File: config.mk
export PLATFORM = sky130hd
export DESIGN_NAME = dispatch_unit
export DESIGN_NICKNAME = d
export VERILOG_FILES = /design/src/rtl/dispatch_unit_pkg.sv /design/src/rtl/dispatch_unit_rst.sv /design/src/rtl/dispatch_unit.sv
export SDC_FILE = /design/constraint.sdc
export NUM_CORES = 1
export LEC_CHECK = 0
export ABC_AREA = 1
export ABC_CLOCK_PERIOD_IN_PS = 2900
export CAP_MARGIN = 20
export CORE_MARGIN = 3
export CORE_UTILIZATION = 47
export CTS_CLUSTER_DIAMETER = 150
export DETAILED_ROUTE_END_ITERATION = 8
export HOLD_SLACK_MARGIN = 0.03
export PLACE_DENSITY = 0.72
export SLEW_MARGIN = 30
export SYNTH_ARGS = -nofsm -noshare
export SYNTH_HDL_FRONTEND = slang
export SYNTH_SLANG_ARGS = --single-unit
File: constraint.sdc
create_clock -name clock -period 2.9 [get_ports clock]
set_clock_uncertainty 0.15 [all_clocks]
set_input_delay 0.58 -clock clock [delete_from_list [all_inputs] [get_ports clock]]
set_output_delay 0.58 -clock clock [all_outputs]
set_load 0.02 [all_outputs]
File: src/rtl/dispatch_unit_pkg.sv
// Shared definitions for the dispatch stage: internal opcodes, MIPS encodings
// and the issue-class enum used to route instructions.
package dispatch_unit_pkg;

    localparam int NUM_REGS_DEF = 32;
    localparam int TAG_W_DEF    = 5;

    localparam logic [3:0] OP_ADD  = 4'd0;
    localparam logic [3:0] OP_SUB  = 4'd1;
    localparam logic [3:0] OP_AND  = 4'd2;
    localparam logic [3:0] OP_OR   = 4'd3;
    localparam logic [3:0] OP_SLT  = 4'd4;
    localparam logic [3:0] OP_SLL  = 4'd5;
    localparam logic [3:0] OP_SRL  = 4'd6;
    localparam logic [3:0] OP_MUL  = 4'd7;
    localparam logic [3:0] OP_LW   = 4'd8;
    localparam logic [3:0] OP_SW   = 4'd9;
    localparam logic [3:0] OP_ADDI = 4'd10;
    localparam logic [3:0] OP_BEQ  = 4'd11;

    localparam logic [5:0] MIPS_RTYPE = 6'h00;
    localparam logic [5:0] MIPS_J     = 6'h02;
    localparam logic [5:0] MIPS_BEQ   = 6'h04;
    localparam logic [5:0] MIPS_ADDI  = 6'h08;
    localparam logic [5:0] MIPS_LW    = 6'h23;
    localparam logic [5:0] MIPS_SW    = 6'h2B;

    localparam logic [5:0] FUNCT_SLL   = 6'h00;
    localparam logic [5:0] FUNCT_SRL   = 6'h02;
    localparam logic [5:0] FUNCT_MULT  = 6'h18;
    localparam logic [5:0] FUNCT_MULTU = 6'h19;
    localparam logic [5:0] FUNCT_ADD   = 6'h20;
    localparam logic [5:0] FUNCT_SUB   = 6'h22;
    localparam logic [5:0] FUNCT_AND   = 6'h24;
    localparam logic [5:0] FUNCT_OR    = 6'h25;
    localparam logic [5:0] FUNCT_SLT   = 6'h2A;

    typedef enum logic [2:0] {
        CLASS_INT,
        CLASS_LDST,
        CLASS_MUL,
        CLASS_JMP,
        CLASS_NOP
    } instr_class_e;

endpackage

File: src/rtl/dispatch_unit_rst.sv
// Register file and register status table with two combinational source read
// ports and one rename write port that marks a destination pending.
module dispatch_unit_rst
    import dispatch_unit_pkg::*;
#(
    parameter int NUM_REGS = NUM_REGS_DEF,
    parameter int TAG_W    = TAG_W_DEF,
    localparam int AW      = $clog2(NUM_REGS)
) (
    input  logic             clock,
    input  logic             reset,
    input  logic [AW-1:0]    rs_addr,
    input  logic [AW-1:0]    rt_addr,
    output logic [31:0]      rs_data,
    output logic             rs_valid,
    output logic [TAG_W-1:0] rs_tag,
    output logic [31:0]      rt_data,
    output logic             rt_valid,
    output logic [TAG_W-1:0] rt_tag,
    input  logic             rename_we,
    input  logic [AW-1:0]    rename_addr,
    input  logic [TAG_W-1:0] rename_tag
);

    logic [NUM_REGS-1:0] valid_q, valid_d;
    logic [TAG_W-1:0]    tag_q     [NUM_REGS];
    logic [TAG_W-1:0]    tag_d     [NUM_REGS];
    logic [31:0]         regfile_q [NUM_REGS];
    logic [31:0]         regfile_d [NUM_REGS];

    // No result bus feeds this table, so the register file only holds its reset image.
    always_comb begin
        valid_d   = valid_q;
        tag_d     = tag_q;
        regfile_d = regfile_q;
        if (rename_we && (rename_addr != '0)) begin
            valid_d[rename_addr] = 1'b0;
            tag_d[rename_addr]   = rename_tag;
        end
    end

    always_ff @(posedge clock) begin
        if (reset) begin
            valid_q <= '1;
            for (int i = 0; i < NUM_REGS; i++) begin
                tag_q[i]     <= '0;
                regfile_q[i] <= 32'(i);
            end
        end else begin
            valid_q   <= valid_d;
            tag_q     <= tag_d;
            regfile_q <= regfile_d;
        end
    end

    // Reads see the pre-update state, so a source equal to its own dest reads the old status.
    always_comb begin
        rs_valid = valid_q[rs_addr];
        rs_tag   = tag_q[rs_addr];
        rs_data  = valid_q[rs_addr] ? regfile_q[rs_addr] : '0;
        if (rs_addr == '0) begin
            rs_valid = 1'b1;
            rs_data  = '0;
        end
        rt_valid = valid_q[rt_addr];
        rt_tag   = tag_q[rt_addr];
        rt_data  = valid_q[rt_addr] ? regfile_q[rt_addr] : '0;
        if (rt_addr == '0) begin
            rt_valid = 1'b1;
            rt_data  = '0;
        end
    end

endmodule

File: src/rtl/dispatch_unit.sv
// In-order dispatch stage: decodes the fetch-queue head, reads operand status,
// allocates a destination tag and routes to the integer/ld-st/mul queues.
module dispatch_unit
    import dispatch_unit_pkg::*;
#(
    parameter int NUM_REGS = NUM_REGS_DEF,
    parameter int TAG_W    = TAG_W_DEF
) (
    input  logic             clock,
    input  logic             reset,
    input  logic [31:0]      ifetch_pc_4,
    input  logic [31:0]      ifetch_intruction,
    input  logic             ifetch_empty,
    output logic [31:0]      Dispatch_jmp_addr,
    output logic             Dispatch_jmp,
    output logic             Dispatch_ren,
    output logic [31:0]      dispatch_rs_data,
    output logic             dispatch_rs_data_valid,
    output logic [TAG_W-1:0] dispatch_rs_tag,
    output logic [31:0]      dispatch_rt_data,
    output logic             dispatch_rt_data_valid,
    output logic [TAG_W-1:0] dispatch_rt_tag,
    output logic [TAG_W-1:0] dispatch_rd_tag,
    output logic             dispatch_en_integer,
    input  logic             issueque_integer_full,
    output logic [3:0]       dispatch_opcode,
    output logic [4:0]       dispatch_shfamt,
    output logic             dispatch_en_ld_st,
    input  logic             issueque_full_ld_st,
    output logic [15:0]      dispatch_imm_ld_st,
    output logic             dispatch_en_mul,
    input  logic             issueque_mul_full
);

    localparam int AW = $clog2(NUM_REGS);

    logic [5:0]       mips_op, mips_funct;
    instr_class_e     iclass;
    logic             has_dest;
    logic [AW-1:0]    dest;
    logic             queue_full;
    logic             rename_we;
    logic [TAG_W-1:0] tag_cnt_q, tag_cnt_d;
    logic [27:0]      pc_low_unused;

    assign mips_op       = ifetch_intruction[31:26];
    assign mips_funct    = ifetch_intruction[5:0];
    assign pc_low_unused = ifetch_pc_4[27:0];

    always_comb begin
        iclass          = CLASS_NOP;
        dispatch_opcode = OP_ADD;
        has_dest        = 1'b0;
        dest            = AW'(ifetch_intruction[15:11]);
        case (mips_op)
            MIPS_RTYPE: begin
                has_dest = 1'b1;
                iclass   = CLASS_INT;
                case (mips_funct)
                    FUNCT_ADD:   dispatch_opcode = OP_ADD;
                    FUNCT_SUB:   dispatch_opcode = OP_SUB;
                    FUNCT_AND:   dispatch_opcode = OP_AND;
                    FUNCT_OR:    dispatch_opcode = OP_OR;
                    FUNCT_SLT:   dispatch_opcode = OP_SLT;
                    FUNCT_SLL:   dispatch_opcode = OP_SLL;
                    FUNCT_SRL:   dispatch_opcode = OP_SRL;
                    FUNCT_MULT, FUNCT_MULTU: begin
                        iclass          = CLASS_MUL;
                        dispatch_opcode = OP_MUL;
                    end
                    default: begin
                        iclass   = CLASS_NOP;
                        has_dest = 1'b0;
                    end
                endcase
            end
            MIPS_LW: begin
                iclass          = CLASS_LDST;
                dispatch_opcode = OP_LW;
                has_dest        = 1'b1;
                dest            = AW'(ifetch_intruction[20:16]);
            end
            MIPS_SW: begin
                iclass          = CLASS_LDST;
                dispatch_opcode = OP_SW;
            end
            MIPS_ADDI: begin
                iclass          = CLASS_INT;
                dispatch_opcode = OP_ADDI;
                has_dest        = 1'b1;
                dest            = AW'(ifetch_intruction[20:16]);
            end
            MIPS_BEQ: begin
                iclass          = CLASS_INT;
                dispatch_opcode = OP_BEQ;
            end
            MIPS_J:  iclass = CLASS_JMP;
            default: iclass = CLASS_NOP;
        endcase
    end

    // Jumps and nops never wait on a queue, so only the routed class can stall.
    always_comb begin
        queue_full = 1'b0;
        case (iclass)
            CLASS_INT:  queue_full = issueque_integer_full;
            CLASS_LDST: queue_full = issueque_full_ld_st;
            CLASS_MUL:  queue_full = issueque_mul_full;
            default:    queue_full = 1'b0;
        endcase
        Dispatch_ren        = !reset && !ifetch_empty && !queue_full;
        dispatch_en_integer = Dispatch_ren && (iclass == CLASS_INT);
        dispatch_en_ld_st   = Dispatch_ren && (iclass == CLASS_LDST);
        dispatch_en_mul     = Dispatch_ren && (iclass == CLASS_MUL);
        Dispatch_jmp        = Dispatch_ren && (iclass == CLASS_JMP);
        rename_we           = Dispatch_ren && has_dest && (dest != '0);
        tag_cnt_d           = rename_we ? tag_cnt_q + 1'b1 : tag_cnt_q;
    end

    always_ff @(posedge clock) begin
        if (reset) begin
            tag_cnt_q <= '0;
        end else begin
            tag_cnt_q <= tag_cnt_d;
        end
    end

    assign Dispatch_jmp_addr  = {ifetch_pc_4[31:28], ifetch_intruction[25:0], 2'b00};
    assign dispatch_rd_tag    = tag_cnt_q;
    assign dispatch_shfamt    = ifetch_intruction[10:6];
    assign dispatch_imm_ld_st = ifetch_intruction[15:0];

    dispatch_unit_rst #(
        .NUM_REGS (NUM_REGS),
        .TAG_W    (TAG_W)
    ) u_rst (
        .clock       (clock),
        .reset       (reset),
        .rs_addr     (AW'(ifetch_intruction[25:21])),
        .rt_addr     (AW'(ifetch_intruction[20:16])),
        .rs_data     (dispatch_rs_data),
        .rs_valid    (dispatch_rs_data_valid),
        .rs_tag      (dispatch_rs_tag),
        .rt_data     (dispatch_rt_data),
        .rt_valid    (dispatch_rt_data_valid),
        .rt_tag      (dispatch_rt_tag),
        .rename_we   (rename_we),
        .rename_addr (dest),
        .rename_tag  (tag_cnt_q)
    );

endmodule

Word level (Yosys, flattened, before mapping)

Memory sizes are Yosys's and may differ from the RTL's.
Cells that the tools add are included.

Flip-flop bits (word level): 197
ROM bits: 2048
Input port bits: 70
Logic and storage cells: 125
Memories kept: 2

Memories:

| name            | depth | bits a word | rd ports | clocked after memory_dff | write ports | RTL line                | RTL |
|---|---|---|---|---|---|---|---|
| (no name shown) | 32    | 32          | 1        | 0                        | 0           | dispatch_unit_rst.sv:60 | `rs_data = valid_q[rs_addr] ? regfile_q[rs_addr] : '0;` |
| (no name shown) | 32    | 32          | 1        | 0                        | 0           | dispatch_unit_rst.sv:67 | `rt_data = valid_q[rt_addr] ? regfile_q[rt_addr] : '0;` |

Add/sub/neg operators: 1
$lt $le $gt $ge: 8
Equality and inequality tests: 16
Muxes and demuxes: 33
Bitwise operators: 5
Reductions and logical operators: 26

Operators by type and width:

| operator             | number |
|---|---|
| $mux W32             | 8 |
| $bwmux W160          | 1 |
| $bmux W5 S5          | 2 |
| $eq A6 B6 Y1 const B | 7 |
| $and A32 B32 Y32     | 1 |
| $not A32 Y32         | 1 |
| $mux W5              | 6 |
| $demux W5 S5         | 1 |
| $pmux W3 S7          | 1 |
| $pmux W4 S5          | 1 |
| $ge A6 B6 Y1 const B | 3 |
| $lt A5 B6 Y1 const B | 3 |
| $not A5 Y6           | 3 |
| $eq A6 B2 Y1 const B | 2 |
| $eq A6 B5 Y1 const B | 2 |
| $logic_not A6 Y1     | 2 |
| $pmux W3 S4          | 1 |
| $logic_and A1 B1 Y1  | 11 |
| $bmux W1 S5          | 2 |
| $logic_not A5 Y1     | 2 |
| $reduce_or A9 Y1     | 1 |
| $reduce_or A2 Y1     | 4 |
| $reduce_or A7 Y1     | 1 |
| $eq A3 B2 Y1 const B | 2 |
| 14 further kinds     | 21 |

Depth between registers and ports, before layout

Depth in word-level cells: 11
Gate-level depth with buffers: 15
Mapped depth without buffers: 13

Hierarchy

Synthesis repeated with hierarchy kept, for this count alone.

Cells, all modules: 1964
Area total of the unflattened synthesis: 12165.4 µm²

By module, submodules not included:

| module            | times used | cells each | area an instance (µm²) |
|---|---|---|---|
| dispatch_unit_rst | 1          | 1767       | 10973.0 |
| dispatch_unit     | 1          | 197        | 1192.4 |

Worst setup path after synthesis

OpenSTA, ideal clock, no wires.

Path type: input to output
Start point: in ifetch_intruction[21]
End point: out dispatch_rs_tag[2]
Arrival time: 2.132 ns
Path slack: 0.038 ns
Stages: 7
Cells stage by stage: clkbuf_1 > clkbuf_1 > buf_1 > nor2_1 > o211ai_1 > nand3_1 > a32oi_1

Longest elaborated chain between the ends: 4

Ends and longest elaborated chain:

| item                                       | RTL line                | RTL |
|---|---|---|
| start: declaration                         | dispatch_unit.sv:12     | `input logic [31:0] ifetch_intruction,` |
| $not A5 Y6 (implied by the code)           | dispatch_unit_rst.sv:59 | `rs_tag = tag_q[rs_addr];` |
| $bmux W5 S5                                | dispatch_unit_rst.sv:59 |  |
| $mux W5 (implied by the code) (2 in a row) | dispatch_unit_rst.sv:59 |  |
| end: declaration                           | dispatch_unit.sv:19     | `output logic [TAG_W-1:0] dispatch_rs_tag,` |

Every way passes these cells. The select of a mux whose other input is x is not followed.

Worst setup path after layout

Start point: in ifetch_intruction[22]
End point: out dispatch_rs_data_valid

Longest elaborated chain between the ends: 3
Elaborated cells on any way between the ends: 4
Classes of those cells: 3 x mux; 1 x reduce/logical

Ends and longest elaborated chain:

| item                          | RTL line                | RTL |
|---|---|---|
| $bmux W1 S5                   | dispatch_unit_rst.sv:58 | `rs_valid = valid_q[rs_addr];` |
| $mux W1 (implied by the code) | dispatch_unit_rst.sv:58 |  |
| $mux W1 (*)                   | dispatch_unit_rst.sv:61 | `if (rs_addr == '0) begin` |
| end: declaration              | dispatch_unit.sv:18     | `output logic dispatch_rs_data_valid,` |

Mark *: on every way between the ends. The rest lies on a longest branch, timed or not. The select of a mux whose other input is x is not followed.

==> results.md <==
- Yosys top cell area share: 0.3121
- DIE WIDTH: 170.0 um
- Worst VDD drop: 0.3529 mV
- # hold bufs at CTS: 0
- Root buffer selected by CTS: clkbuf_16
- Failing checks: negative setup slack
- Netlist Area Pre-Place: 12,630 um^2
- Library cells used by synthesis: 34
- Clock-pin slew on the worst setup and hold paths: 0.08 ns
- RSZ-0062 raised after global routing: true
- Syn. warnings: 0
- Synth top cells by count: 349 x nand2_1, 347 x nor2_1, 219 x nand3_1, 217 x a21oi_1, 210 x o21ai_0
- Cells after synthesis: 2,042
- Row cnt: 59
- GPL Wtd Cong: 1.014
- # IOs: 213
- ANT cells: 0
- HP Class: reg -> reg
- Final Hold Slack: 0.3003 ns
- Post-synth EDFFs: 0
- Top FF cell, synth: dfxtp_1
- Register area share after synthesis: 0.3121
- Detailed Route WL: 47.39 mm
- Multi-input logic area: 7246 um^2
- Nets: 2,230
- TritonCTS clock tree: yes
- Top post-synthesis cells by area: dfxtp_1 31%, nand2_1 10%, nor2_1 10%, nand3_1 8.7%, a21oi_1 8.6%
- Global route total overflow: 0
- Worst EP arrival: 2.19 ns
- Fin crit share: 1.008
- Post-synth ARST share: 0
- Total Power: 0.006450 W
- Die area: 28,880 um^2
- Flops & latches, synth: 197
- Placed Area: 14,630 um^2
- PortBufs: 100
- Syn-to-layout area delta: 25.11%
- Post-DP HPWL: 31.04 mm
- Most common cell in the netlist: nand2_1
- CTS HTree Levels: 4
- Lkg Pwr: 6.686 nW
- Slew margin rel.: 0.3461
- Min Tclk post-route: 2.924 ns
- Routed vias: 14,735
- Post-route cell area: 15,810 um^2
- Outcome: complete, but fails checks
- F_max: 0.3420 GHz
- DIE HEIGHT: 170.0 um
- Final Non-Filler Cells: 2,507
- Starting Density: 0.4821
- Via density per instance: 5.878
- Core ar.: 26,210 um^2
- Power Density: 408.1 nW/um^2
- GRT Overall Usage: 0.3139
- CTS buffer count: 17
- Placed insts: 2,455
- Initial antenna violation count: 0
- Average size of a mapped cell: 6.187 um^2
- # fillers: 2,437
- CP Launch Type: input port
- Post-route ant nets: 0
- Final worst slack: -0.02420 ns
- Crit. End Element: primary output
- Crit path max fanout: 10
- Starting DRC count in detailed routing: 1,995
- DR WL/cell: 18.90 um
- Slew @ Worst Pin: 0.9748 ns
- Hold Fails Final Rpt: 0
- # DRC: 0
- Bufs on Longest Clock Path: 2
- First-pass GRT wire length: 72.33 mm
- WS Path Type: in -> out
- Max Slew Vio Count: 0
- Seq. cell area: 3944 um^2
- Worst Path Required: 2.17 ns
- Largest net degree at the start of global routing: 61
- Number of global-route vias before repair: 13,322
- Clock Latency Late Sink: 0.45 ns
- Yosys top cell by area: dfxtp_1
- Layout cells sized above 1: 0.1727
- CTS sink count: 197
- Final number of setup-violating endpoints: 1
- Drt pass-1 iters: 8
- Pre-CTS setup slack: -0.6745 ns
- Max Cap Violations: 0
[cell families (layout without fill, tap and decap cells)]
family                   after synthesis  count (layout)  share of synthesized area
AO/OA/AOI/OAI                        523             523                     0.2278
adder cells (fa/ha/maj)                1               1                  0.0009901
buffers and inverters                380             455                     0.1502
flip-flops                           197             197                     0.3121
other                                  1              56                  0.0002968
AND/OR/NAND/NOR                      940             940                     0.3086
[stage by stage]
stage | utilization | setup TNS, ns
3_5_place_dp | 0.5584 | -73.75
4_1_cts | 0.5940 | -0.02979
2_1_floorplan | - | 0
3_3_place_gp | 0.5584 | -64.28
5_1_grt | 0.6032 | -0.2119
6_report | 0.6032 | -0.02420
[repair_timing]
item                                    in CTS  in global routing
gates cloned                                 6                  3
pin swaps                                   25                 21
buffers inserted                             6                  5
endpoints found under the setup margin      31                116
gates resized for setup                    193                 71
[per-layer routing]
| layer | up-vias | wire length (um) | global-route usage |
|---|---|---|---|
| li1 | 6898 | - | - |
| met1 | 6713 | 18970 | 0.4157 |
| met2 | 926 | 20660 | 0.4821 |
| met3 | 198 | 5409 | 0.07387 |
| met4 | 0 | 2364 | 0.1538 |
| met5 | - | 0 | 0 |
[where the power goes]
| group | internal [W] | switching (W) |
|---|---|---|
| Sequential | 0.00270 | 0.00000112 |
| Clock | 0.00118 | 0.00119 |
| Combinational | 0.000534 | 0.000838 |
[state kept, by name, summed over array words and instances, names as in the netlist]
signal           flops
u_rst.tag_q        160
u_rst.valid_q       32
dispatch_rd_tag      5
[cell usage in the layout, fill, tap and decap left out, types with 4 or more instances in the layout]
cell type and n:
a21oi_1 214, buf_12 28, buf_2 8, buf_4 192, buf_6 15, bufbuf_16 4, clkbuf_16 20, clkbuf_2 4
clkdlybuf4s15_1 5, clkdlybuf4s50_1 49, clkinv_4 4, conb_1 56, dfxtp_1 197, dlygate4sd2_1 15, inv_1 80, inv_2 6
inv_6 5, nand2_1 344, nand2_2 6, nand3_1 214, nand3_2 8, nand4_1 8, nor2_1 330, nor2_2 15
nor2_4 7, o211ai_1 34, o21ai_0 181, o21ai_1 20, o21ai_2 16, o221ai_1 22, o221ai_2 5, o22ai_1 13
o22ai_2 5
[path summary, 6_finish.rpt]
path / from / end / slack (ns) / depth (start not counted)
min reg2reg: u_rst.valid_q[29]$_SDFFE_PP1P_ / u_rst.valid_q[29]$_SDFFE_PP1P_ / 0.30 / 2
min: u_rst.valid_q[29]$_SDFFE_PP1P_ / u_rst.valid_q[29]$_SDFFE_PP1P_ / 0.30 / 2
max: ifetch_intruction[22] / dispatch_rs_data_valid / -0.02 / 11
max reg2reg: dispatch_rd_tag[0]$_SDFFE_PP0P_ / dispatch_rd_tag[3]$_SDFFE_PP0P_ / 0.53 / 6
[critical path, stage by stage]
cell,delay [ns]
buf_2,0.12
buf_6,0.14
bufbuf_16,0.29
o21ai_0,0.07
o21ai_0,0.09
a21oi_1,0.20
o21ai_2,0.11
nor2_4,0.18
buf_6,0.13
o21ai_0,0.10
buf_2,0.18
[area by class of cell]
type / instances / share of cell area
timing repair buffer: 332 / 0.2067
clock buffer: 20 / 0.02889
clock inverter: 12 / 0.007282
sequential: 197 / 0.2495
tap: 335 / 0.02652
inverter: 91 / 0.02272
multi-input combinational: 1520 / 0.4584
No activity file was read; power rests on OpenSTA's default activity.
